**src/rtl/simple_risc_pkg.sv**
```systemverilog
// Shared SimpleRISC definitions: flag bit positions, instruction size and the flags type.
package simple_risc_pkg;
    localparam int FLAG_E      = 1;
    localparam int FLAG_GT     = 0;
    localparam int INSTR_BYTES = 4;

    typedef logic [1:0] flags_t;
endpackage

```
**src/rtl/ras_stack.sv**
```systemverilog
// Circular return-address stack with push, pop and replace-top.
// A push when full overwrites the oldest entry and leaves the count saturated.
module ras_stack #(
    parameter int DEPTH = 8,
    parameter int W     = 32
) (
    input  logic                   clk,
    input  logic                   rst,
    input  logic                   push,
    input  logic                   pop,
    input  logic                   replace,
    input  logic [W-1:0]           pushData,
    output logic [W-1:0]           top,
    output logic [$clog2(DEPTH):0] count,
    output logic                   full,
    output logic                   empty
);
    localparam int PW = $clog2(DEPTH);

    logic [W-1:0]  mem [DEPTH];
    logic [PW-1:0] topPtr;
    logic [PW-1:0] nextPtr;
    logic [PW-1:0] prevPtr;

    assign nextPtr = topPtr + 1'b1;
    assign prevPtr = topPtr - 1'b1;
    assign full    = (count == (PW + 1)'(DEPTH));
    assign empty   = (count == '0);
    assign top     = mem[topPtr];

    always_ff @(posedge clk) begin
        if (rst) begin
            topPtr <= '0;
            count  <= '0;
        end else if (push) begin
            topPtr <= nextPtr;
            if (!full) count <= count + 1'b1;
        end else if (pop && !empty) begin
            topPtr <= prevPtr;
            count  <= count - 1'b1;
        end
    end

    // Storage has no reset; count/topPtr define which entries are live.
    always_ff @(posedge clk) begin
        if (!rst) begin
            if (push)         mem[nextPtr] <= pushData;
            else if (replace) mem[topPtr]  <= pushData;
        end
    end
endmodule

```
**src/rtl/ex_branch_unit_pipe.sv**
```systemverilog
// Registered EX-stage branch resolution: flags register, optional RAS, next-PC result.
// Handshake: a transfer happens on a rising edge where valid & ready; in_ready = !out_valid | out_ready.
module ex_branch_unit_pipe
    import simple_risc_pkg::*;
#(
    parameter int ADDR_W    = 32,
    parameter int RAS_DEPTH = 8,
    parameter bit USE_RAS   = 1'b1
) (
    input  logic                         clk,
    input  logic                         rst,
    input  logic                         in_valid,
    output logic                         in_ready,
    input  logic [ADDR_W-1:0]            pc,
    input  logic [ADDR_W-1:0]            branchTarget,
    input  logic [ADDR_W-1:0]            op1,
    input  logic                         isRet,
    input  logic                         isBeq,
    input  logic                         isBgt,
    input  logic                         isUBranch,
    input  logic                         isCall,
    input  logic                         isCmp,
    input  logic [1:0]                   cmp_flags,
    input  logic                         clr_err,
    output logic                         out_valid,
    input  logic                         out_ready,
    output logic                         isBranchTaken,
    output logic [ADDR_W-1:0]            branchPC,
    output flags_t                       flags,
    output logic [$clog2(RAS_DEPTH):0]   ras_count,
    output logic                         ras_overflow,
    output logic                         ras_underflow
);
    logic              accept;
    logic [ADDR_W-1:0] seqPC;
    logic              condTaken;
    logic              takenNext;
    logic [ADDR_W-1:0] retTarget;
    logic [ADDR_W-1:0] nextPC;
    logic              setOvf;
    logic              setUnf;

    assign in_ready  = !out_valid || out_ready;
    assign accept    = in_valid && in_ready;
    assign seqPC     = pc + ADDR_W'(INSTR_BYTES);
    // Conditional branches see the flags from before this instruction's own cmp.
    assign condTaken = (isBeq && flags[FLAG_E]) || (isBgt && flags[FLAG_GT]);
    assign takenNext = isRet || isUBranch || isCall || condTaken;

    generate
        if (USE_RAS) begin : g_ras
            logic              rasFull;
            logic              rasEmpty;
            logic [ADDR_W-1:0] rasTop;
            logic              doPush;
            logic              doPop;
            logic              doReplace;

            // call+ret swaps the top for the new return address; on an empty stack it is a plain push.
            assign doReplace = accept && isCall && isRet && !rasEmpty;
            assign doPush    = accept && isCall && !(isRet && !rasEmpty);
            assign doPop     = accept && isRet && !isCall;

            ras_stack #(.DEPTH(RAS_DEPTH), .W(ADDR_W)) u_ras (
                .clk      (clk),
                .rst      (rst),
                .push     (doPush),
                .pop      (doPop),
                .replace  (doReplace),
                .pushData (seqPC),
                .top      (rasTop),
                .count    (ras_count),
                .full     (rasFull),
                .empty    (rasEmpty)
            );

            assign retTarget = rasEmpty ? op1 : rasTop;
            assign setOvf    = doPush && rasFull;
            assign setUnf    = accept && isRet && rasEmpty;
        end else begin : g_noRas
            assign ras_count = '0;
            assign retTarget = op1;
            assign setOvf    = 1'b0;
            assign setUnf    = 1'b0;
        end
    endgenerate

    always_comb begin
        nextPC = seqPC;
        if (isRet)                                nextPC = retTarget;
        else if (isUBranch || isCall || condTaken) nextPC = branchTarget;
    end

    always_ff @(posedge clk) begin
        if (rst) begin
            out_valid     <= 1'b0;
            isBranchTaken <= 1'b0;
            branchPC      <= '0;
            flags         <= '0;
            ras_overflow  <= 1'b0;
            ras_underflow <= 1'b0;
        end else begin
            if (accept) begin
                out_valid     <= 1'b1;
                isBranchTaken <= takenNext;
                branchPC      <= nextPC;
                if (isCmp) flags <= cmp_flags;
            end else if (out_ready) begin
                out_valid <= 1'b0;
            end
            // A new error in the same cycle beats the clear.
            if (setOvf)       ras_overflow  <= 1'b1;
            else if (clr_err) ras_overflow  <= 1'b0;
            if (setUnf)       ras_underflow <= 1'b1;
            else if (clr_err) ras_underflow <= 1'b0;
        end
    end
endmodule

```
**config.mk**
```make
export PLATFORM = sky130hd
export DESIGN_NAME = ex_branch_unit_pipe
export DESIGN_NICKNAME = d
export VERILOG_FILES = /design/src/rtl/simple_risc_pkg.sv /design/src/rtl/ras_stack.sv /design/src/rtl/ex_branch_unit_pipe.sv
export SDC_FILE = /design/constraint.sdc
export NUM_CORES = 1
export LEC_CHECK = 0
export CORE_MARGIN = 5
export CORE_UTILIZATION = 35
export CTS_CLUSTER_SIZE = 12
export DETAILED_ROUTE_END_ITERATION = 10
export GPL_TIMING_DRIVEN = 0
export PLACE_DENSITY = 0.62
export SYNTH_ARGS = -nofsm -noshare
export SYNTH_HDL_FRONTEND = slang
export SYNTH_HIERARCHICAL = 1
export SYNTH_SLANG_ARGS = --single-unit
```
**constraint.sdc**
```tcl
create_clock -name clk -period 7.1 [get_ports clk]
set_clock_uncertainty 0.15 [all_clocks]
set_input_delay 1.42 -clock clk [delete_from_list [all_inputs] [get_ports clk]]
set_output_delay 1.42 -clock clk [all_outputs]
set_load 0.1 [all_outputs]
```
==> impl_metrics.py, run 1 <==
metrics = {
    "status": {
        "outcome": "complete, no violations",
    },
    "die": {
        "chipHeight_um": 207,
        "fp.dieArea_um2": 42700,
        "floorplan.die.width_um": 207,
        "coreArea_um2": 38500,
        "initial_util_pct": 35.2,
        "num_rows": 72,
        "ioPinCount": 152,
    },
    "sta": {
        "maxSlewHeadroom_pct": 28.2,
        "grt_setup_unrepaired": "false",
        "fin_crit_ns": 5.47,
        "report.final.setup_viol": 0,
        "timing.final.ws_setup_ns": 1.63,
        "worst-slew-pin-transition_ns": 1.08,
        "total_negative_slack_for_setup_checks_ns": 0,
        "report.final.hold_viol_count": 0,
        "timing.fmax_mhz": 183,
        "finalHoldWorstSlack_ns": 0.304,
        "maxSlewViolCount": 0,
        "finalCritPeriodShare_pct": 77.0,
    },
    "yosys": {
        "yosysSeqAreaShare_pct": 63.8,
        "synthCells": 859,
        "post-synth-top-count-cell": "sky130_fd_sc_hd__edfxtp_1",
        "synth.yosys.warnings": 6,
        "yosys.cell_types.count": 61,
        "dominantRegCellSynth": "sky130_fd_sc_hd__edfxtp_1",
        "ys_async_sr_fraction_pct": 0,
        "synth-seq-cells": 304,
        "post-synth-top-area-fraction_pct": 56.8,
        "syn-mean-instance-area_um2": 15.8,
        "synthesis.area_um2": 13500,
        "syn_nets": 974,
        "synth_enable_flop_cells": 256,
        "synth_top_cells_by_count": "sky130_fd_sc_hd__edfxtp_1 (256), sky130_fd_sc_hd__nor2_1 (76), sky130_fd_sc_hd__dfxtp_1 (48)",
        "synth_top_cells_by_area": "sky130_fd_sc_hd__edfxtp_1 (57%), sky130_fd_sc_hd__mux4_1 (7.8%), sky130_fd_sc_hd__dfxtp_1 (7.1%)",
        "synthDominantAreaCellType": "sky130_fd_sc_hd__edfxtp_1",
    },
    "worst_hold_path": {
        "min_path_type": "reg2reg",
    },
    "clock_tree": {
        "resize_count_post_cts": 0,
        "cts.root.buffer_cell": "sky130_fd_sc_hd__clkbuf_16",
        "clock_sink_count": 304,
        "numCtsBuffers": 34,
        "clkTransAtPathRegs_ns": 0.05,
        "clock_latency_at_the_later_pin_of_the_worst_skew_pair_ns": 0.51,
        "cts_post_setup_buffers_inserted": 0,
        "hold_buffers": 0,
        "cts_tree": "done",
        "h-tree-depth": 2,
        "clock_tree.buffer_depth": 3,
    },
    "pwr": {
        "net_switching_power_of_the_design_mw": 1.58,
        "leakagePower_nw": 5.56,
        "total_power_mw": 5.12,
        "comb_power_share_pct": 27.6,
        "seq_power_share_pct": 40.3,
        "p_int_mw": 3.54,
        "clock_power_share_pct": 32.0,
        "power_density_nw_per_um2": 302,
        "max-vdd-ir-drop_v": 0.000173,
        "power.switching_fraction_pct": 30.9,
    },
    "worst_setup_path": {
        "cp_data_arrival_time_ns": 5.52,
        "worst_setup_path_end_kind": "register",
        "required_ns": 7.15,
        "critical_path_peak_fanout": 22,
        "critical-path-max-stage-delay_ns": 0.80,
        "cp_cell_instances": "clkdlybuf4s50_1 > nand2b_1 > and2_1 > clkbuf_1 > clkbuf_1 > nand2_1 > nor3b_1 > nand2b_1 > o21ai_1 > xor2_1 > and2_2 > buf_12",
        "worstSetupStartpointType": "primary input",
        "criticalPathCategory": "in2reg",
        "slowest_stage_cell_on_the_critical_path": "sky130_fd_sc_hd__clkbuf_1",
    },
    "routing": {
        "ant_nets": 0,
        "drt_pre_antenna_iters": 5,
        "post-route-drc-count": 0,
        "route.vias.total": 8663,
        "drt-total-wl_mm": 40.3,
        "wl_per_cell_um": 25.3,
        "via_per_inst": 5.44,
        "iter_0_drt_violations": 837,
    },
    "placed_design": {
        "placed_cell_area_um2": 15900,
        "post-place-cells": 1534,
        "placement.io_buffers": 149,
        "pre_cts_ws_ns": 1.24,
        "post-dp-hpwl_mm": 27.5,
        "gp_congestion": 0.768,
    },
    "grt": {
        "number_of_global_route_vias_before_repair": 8621,
        "gr-usage-all-layers_pct": 18.5,
        "pin_count_of_the_biggest_net_entering_global_routing": 26,
        "grt_antenna_before_repair": 2,
        "globalRoute.totalOverflow": 0,
        "grt_first_pass_wirelength_mm": 57.5,
    },
    "cells_and_area": {
        "finish.net_count": 1167,
        "layout.filler_cells": 3420,
        "area_growth_syn_to_layout_pct": 24.9,
        "drive_gt1_share_pct": 16.0,
        "regArea_um2": 8650,
        "finish.instance_area_um2": 16900,
        "post_layout_cell_count": 1593,
        "final_core_utilization_pct": 44.0,
        "multiInputGateArea_um2": 4610,
    },
    "flow_run": {
        "timing.max_cap.violations": 0,
    },
}
## sequential cells by signal (all words and copies together) (netlist names), named ones only
signal / count
g_ras.u_ras/mem: 256
branchPC: 32
g_ras.u_ras/count: 4
g_ras.u_ras/topPtr: 3
flags: 2
isBranchTaken: 1
out_valid: 1
ras_overflow: 1
ras_underflow: 1
## power groups by stage
stage	Sequential [mW]	Clock (mW)	Combinational, mW
final	2.06	1.64	1.41
after global routing	2.07	1.74	1.50
after CTS	2.06	1.67	1.42
after detailed placement	2.10	0	1.42
after global placement	2.10	0	1.38
after floorplan	2.33	0	0.750
## final cells by class
type,count,area share [%]
Antenna cell,2,0.0296
Buffer,54,1.78
Clock buffer,44,5.49
Clock inverter,13,0.532
Inverter,9,0.200
Multi-Input combinational cell,492,27.2
Sequential cell,304,51.1
Tap cell,518,3.83
Timing Repair Buffer,157,9.80
## layout by cell type (no fill, tap or decap), types with 7 or more instances in the layout
| cell type | count |
|---|---|
| sky130_fd_sc_hd__a211oi_1 | 7 |
| sky130_fd_sc_hd__a21oi_1 | 17 |
| sky130_fd_sc_hd__a311oi_1 | 16 |
| sky130_fd_sc_hd__a31oi_1 | 12 |
| sky130_fd_sc_hd__and3_1 | 8 |
| sky130_fd_sc_hd__buf_12 | 7 |
| sky130_fd_sc_hd__buf_2 | 16 |
| sky130_fd_sc_hd__buf_6 | 9 |
| sky130_fd_sc_hd__clkbuf_1 | 29 |
| sky130_fd_sc_hd__clkbuf_16 | 35 |
| sky130_fd_sc_hd__clkdlybuf4s50_1 | 149 |
| sky130_fd_sc_hd__clkinv_1 | 7 |
| sky130_fd_sc_hd__dfxtp_1 | 48 |
| sky130_fd_sc_hd__edfxtp_1 | 256 |
| sky130_fd_sc_hd__inv_1 | 9 |
| sky130_fd_sc_hd__mux2_2 | 39 |
| sky130_fd_sc_hd__mux2i_1 | 28 |
| sky130_fd_sc_hd__mux4_1 | 40 |
| sky130_fd_sc_hd__mux4_2 | 24 |
| sky130_fd_sc_hd__nand2_1 | 35 |
| sky130_fd_sc_hd__nand2b_1 | 7 |
| sky130_fd_sc_hd__nand3_1 | 13 |
| sky130_fd_sc_hd__nand4_1 | 9 |
| sky130_fd_sc_hd__nor2_1 | 70 |
| sky130_fd_sc_hd__nor3_1 | 15 |
| sky130_fd_sc_hd__nor4_1 | 9 |
| sky130_fd_sc_hd__nor4_2 | 8 |
| sky130_fd_sc_hd__o21ai_1 | 13 |
| sky130_fd_sc_hd__o31a_1 | 15 |
| sky130_fd_sc_hd__or2_1 | 9 |
| sky130_fd_sc_hd__xnor2_1 | 12 |
| sky130_fd_sc_hd__xor2_1 | 9 |
## critical path, delay by kind of cell
kind            cells  cell delay (ns)
buf+inv             4             1.71
compound gates      1             0.32
xor+xnor            1             0.60
simple gates        6             1.44
## worst paths after layout
| check | slack (ns) | cells past startpoint | to | from |
|---|---|---|---|---|
| worst max-delay path | 1.63 | 12 | g_ras.u_ras/mem[3][27] | out_ready |
| worst min-delay path | 0.30 | 2 | branchPC[1] | branchPC[1] |
| worst max register to register | 2.73 | 11 | g_ras.u_ras/mem[3][27] | out_valid |
| worst min register to register | 0.30 | 2 | branchPC[1] | branchPC[1] |
## metal layers
layer	global-route usage (%)	up-vias	share of wire, %
met5	0	-	0.067
met4	4.08	4	1.5
met3	4.37	49	9.1
met2	29.0	361	46
met1	26.6	4396	44
li1	-	3853	-
## logic make-up (layout without fill, tap and decap cells)
family	Yosys count	in the layout	synth area share, %
AO/OA/AOI/OAI	115	115	6.07
AND/OR/NAND/NOR	219	219	8.58
other	0	2	0
adder cells (fa/ha/maj)	6	6	0.610
buffers and inverters	63	277	2.48
XOR/XNOR	21	21	1.36
multiplexers	131	131	17.1
flip-flops	304	304	63.8
No activity file was read; power rests on OpenSTA's default activity.
==> run 2: changes to the inputs <==
--- a/config.mk
+++ b/config.mk
@@ -10,7 +10,7 @@
 export CTS_CLUSTER_SIZE = 12
 export DETAILED_ROUTE_END_ITERATION = 10
 export GPL_TIMING_DRIVEN = 0
-export PLACE_DENSITY = 0.62
+export PLACE_DENSITY = 0.64
 export SYNTH_ARGS = -nofsm -noshare
 export SYNTH_HDL_FRONTEND = slang
 export SYNTH_HIERARCHICAL = 1
==> constraint.sdc (replaced) <==
create_clock -name clk -period 5 [get_ports clk]
set_clock_uncertainty 0.15 [all_clocks]
set_input_delay 1 -clock clk [delete_from_list [all_inputs] [get_ports clk]]
set_output_delay 1 -clock clk [all_outputs]
set_load 0.1 [all_outputs]
==> run 2 against run 1 <==
Cell area grew 0.47%; largest cell class unchanged; clock power rose by 46%; sequential share of layout area fell by 0.24 points; critical path type unchanged; clock-buffer cell count rose by 8; power grew 43%; largest power group unchanged; combinational power rose by 41%; critical endpoint is now g_ras.u_ras/mem[3][2].
==> impl_metrics.py, run 2 (synthesis results as in run 1) <==
metrics = {
    "clock_tree": {
        "clock_sink_count": 304,
        "cts_post_setup_buffers_inserted": 0,
        "cts_tree": "done",
        "clkTransAtPathRegs_ns": 0.06,
        "clock_latency_at_the_later_pin_of_the_worst_skew_pair_ns": 0.52,
        "hold_buffers": 0,
        "clock_tree.buffer_depth": 3,
        "h-tree-depth": 2,
        "numCtsBuffers": 35,
        "cts.root.buffer_cell": "sky130_fd_sc_hd__clkbuf_16",
    },
    "worst_setup_path": {
        "worstSetupStartpointType": "primary input",
        "required_ns": 5.05,
        "worst_setup_path_end_kind": "register",
        "r2r_start": "out_valid",
        "rr_worst_depth": 9,
        "path_depth": 10,
        "timing.reg2reg.setup_slack_ns": 0.85,
        "worst_path_most_repeated_cell": "sky130_fd_sc_hd__nand2b_1",
        "capturing_instance_or_port_of_the_critical_path": "g_ras.u_ras/mem[3][2]",
        "criticalPathCategory": "in2reg",
        "timing.critical_path.from": "out_ready",
        "cp_num_buf_inv": 3,
        "slowest_stage_cell_on_the_critical_path": "sky130_fd_sc_hd__clkbuf_1",
        "critical-path-max-stage-delay_ns": 0.68,
        "cpLargestDelayFamily": "simple AND/OR/NAND/NOR gates",
        "critical_path_peak_fanout": 23,
        "rr_endpoint": "g_ras.u_ras/mem[3][2]",
        "cp_data_arrival_time_ns": 4.82,
        "cp_cell_instances": "clkdlybuf4s50_1 > nand2b_1 > nand2_1 > clkbuf_1 > nor2_1 > nand2b_1 > o21ai_1 > xor2_1 > and2_2 > buf_12",
    },
    "cells_and_area": {
        "max_flop_register": "g_ras.u_ras/mem",
        "drive_gt1_share_pct": 16.8,
        "layout.filler_cells": 3431,
        "regArea_um2": 8650,
        "finish.net_count": 1168,
        "area_growth_syn_to_layout_pct": 25.5,
        "largest_reg_flops": 256,
        "multiInputGateArea_um2": 4610,
        "top_regs": "g_ras.u_ras/mem (256), branchPC (32), g_ras.u_ras/count (4)",
        "final_core_utilization_pct": 44.2,
        "layout.cells.most_common_list": "sky130_fd_sc_hd__edfxtp_1 (256), sky130_fd_sc_hd__clkdlybuf4s50_1 (149), sky130_fd_sc_hd__nor2_1 (70), sky130_fd_sc_hd__dfxtp_1 (48), sky130_fd_sc_hd__mux4_1 (40)",
        "finish.instance_area_um2": 17000,
        "post_layout_cell_count": 1598,
        "layout_commonest_cell": "sky130_fd_sc_hd__edfxtp_1",
    },
    "pwr": {
        "power_density_nw_per_um2": 430,
        "leakagePower_nw": 5.61,
        "total_power_mw": 7.32,
        "max-vdd-ir-drop_v": 0.000188,
    },
    "sta": {
        "worst-slew-pin-transition_ns": 1.10,
        "maxSlewViolCount": 0,
        "report.final.setup_viol": 0,
        "timing.fmax_mhz": 209,
        "maxSlewHeadroom_pct": 26.9,
        "grt_setup_unrepaired": "false",
        "report.final.hold_viol_count": 0,
        "finalCritPeriodShare_pct": 95.6,
        "fin_crit_ns": 4.78,
        "total_negative_slack_for_setup_checks_ns": 0,
    },
    "die": {
        "coreArea_um2": 38500,
        "ioPinCount": 152,
        "num_rows": 72,
        "fp.dieArea_um2": 42700,
        "initial_util_pct": 35.2,
        "chipHeight_um": 207,
        "floorplan.die.width_um": 207,
    },
    "routing": {
        "iter_0_drt_violations": 646,
        "post-route-drc-count": 0,
        "drt-total-wl_mm": 39.2,
        "ant_nets": 0,
        "route.vias.total": 8578,
        "wl_per_cell_um": 24.5,
        "drt_pre_antenna_iters": 5,
        "via_per_inst": 5.37,
    },
    "placed_design": {
        "post-place-cells": 1534,
        "placed_cell_area_um2": 15900,
        "post-dp-hpwl_mm": 27.3,
        "placement.io_buffers": 149,
        "gp_congestion": 0.833,
    },
    "grt": {
        "number_of_global_route_vias_before_repair": 8542,
        "grt_antenna_before_repair": 1,
        "grt_first_pass_wirelength_mm": 56.0,
        "globalRoute.totalOverflow": 0,
        "pin_count_of_the_biggest_net_entering_global_routing": 24,
        "gr-usage-all-layers_pct": 17.9,
    },
    "flow_run": {
        "timing.max_cap.violations": 0,
    },
    "worst_hold_path": {
        "holdPathStages": 2,
        "min_path_type": "reg2reg",
    },
    "status": {
        "outcome": "complete, no violations",
    },
}
[run 2: cell types whose count changed in the layout (fill, tap and decap cells not counted), sizes merged]
cell and delta:
bufinv -1, clkbuf +8, clkinv -1, clkinvlp -1, diode -1, inv +1
[run 2: layout make-up]
type	count	share of cell area [%]
antenna	1	0.0147
buffer	54	1.78
clock buffer	52	5.95
clock inverter	11	0.441
inverter	9	0.199
multi-input combinational	492	27.1
sequential	304	50.9
tap	518	3.81
timing repair buffer	157	9.84
[run 2: power by group]
group	leakage [nW]	internal [mW]	switching (mW)
logic	2.37	0.795	1.19
clock network	0.534	1.41	0.993
registers	2.70	2.87	0.0639
[run 2: timing repair]
item / CTS / global route
resized for setup: 0 / 2
endpoints found under the hold margin: 0 / 0
setup endpoints to repair: 0 / 41
[run 2: through the flow]
stage | hold WS [ns] | setup slack, ns
6_report | 0.307 | 0.222
4_1_cts | 0.306 | 0.161
5_1_grt | 0.327 | 0.0538
2_1_floorplan | 0.415 | -0.334
3_5_place_dp | 0.299 | -0.373
3_3_place_gp | 0.298 | -2.19
[run 2: per-layer routing]
layer,wire length [um],up-vias,global-route usage [%]
met1,17100,4327,24.9
met4,770,2,4.34
li1,-,3861,-
met3,3320,51,4.83
met5,13,-,0
met2,18000,337,28.4
[run 2: how the worst min path moves through the flow]
stage	from	slack (ns)	to
2_1_floorplan	g_ras.u_ras/topPtr[2]	0.42	register
3_3_place_gp	branchPC[2]	0.30	branchPC[2]
3_5_place_dp	branchPC[3]	0.30	branchPC[3]
4_1_cts	branchPC[3]	0.31	branchPC[3]
5_1_grt	branchPC[0]	0.33	branchPC[0]
6_report	branchPC[0]	0.31	branchPC[0]
[run 2: worst reg2reg max path, cell delays in order, from the launching register on]
cell	delay (ns)
sky130_fd_sc_hd__dfxtp_1	0.33
sky130_fd_sc_hd__nand2b_1	0.12
sky130_fd_sc_hd__nand2_1	0.36
sky130_fd_sc_hd__clkbuf_1	0.69
sky130_fd_sc_hd__nor2_1	0.26
sky130_fd_sc_hd__nand2b_1	0.30
sky130_fd_sc_hd__o21ai_1	0.28
sky130_fd_sc_hd__xor2_1	0.58
sky130_fd_sc_hd__and2_2	0.51
sky130_fd_sc_hd__buf_12	0.26
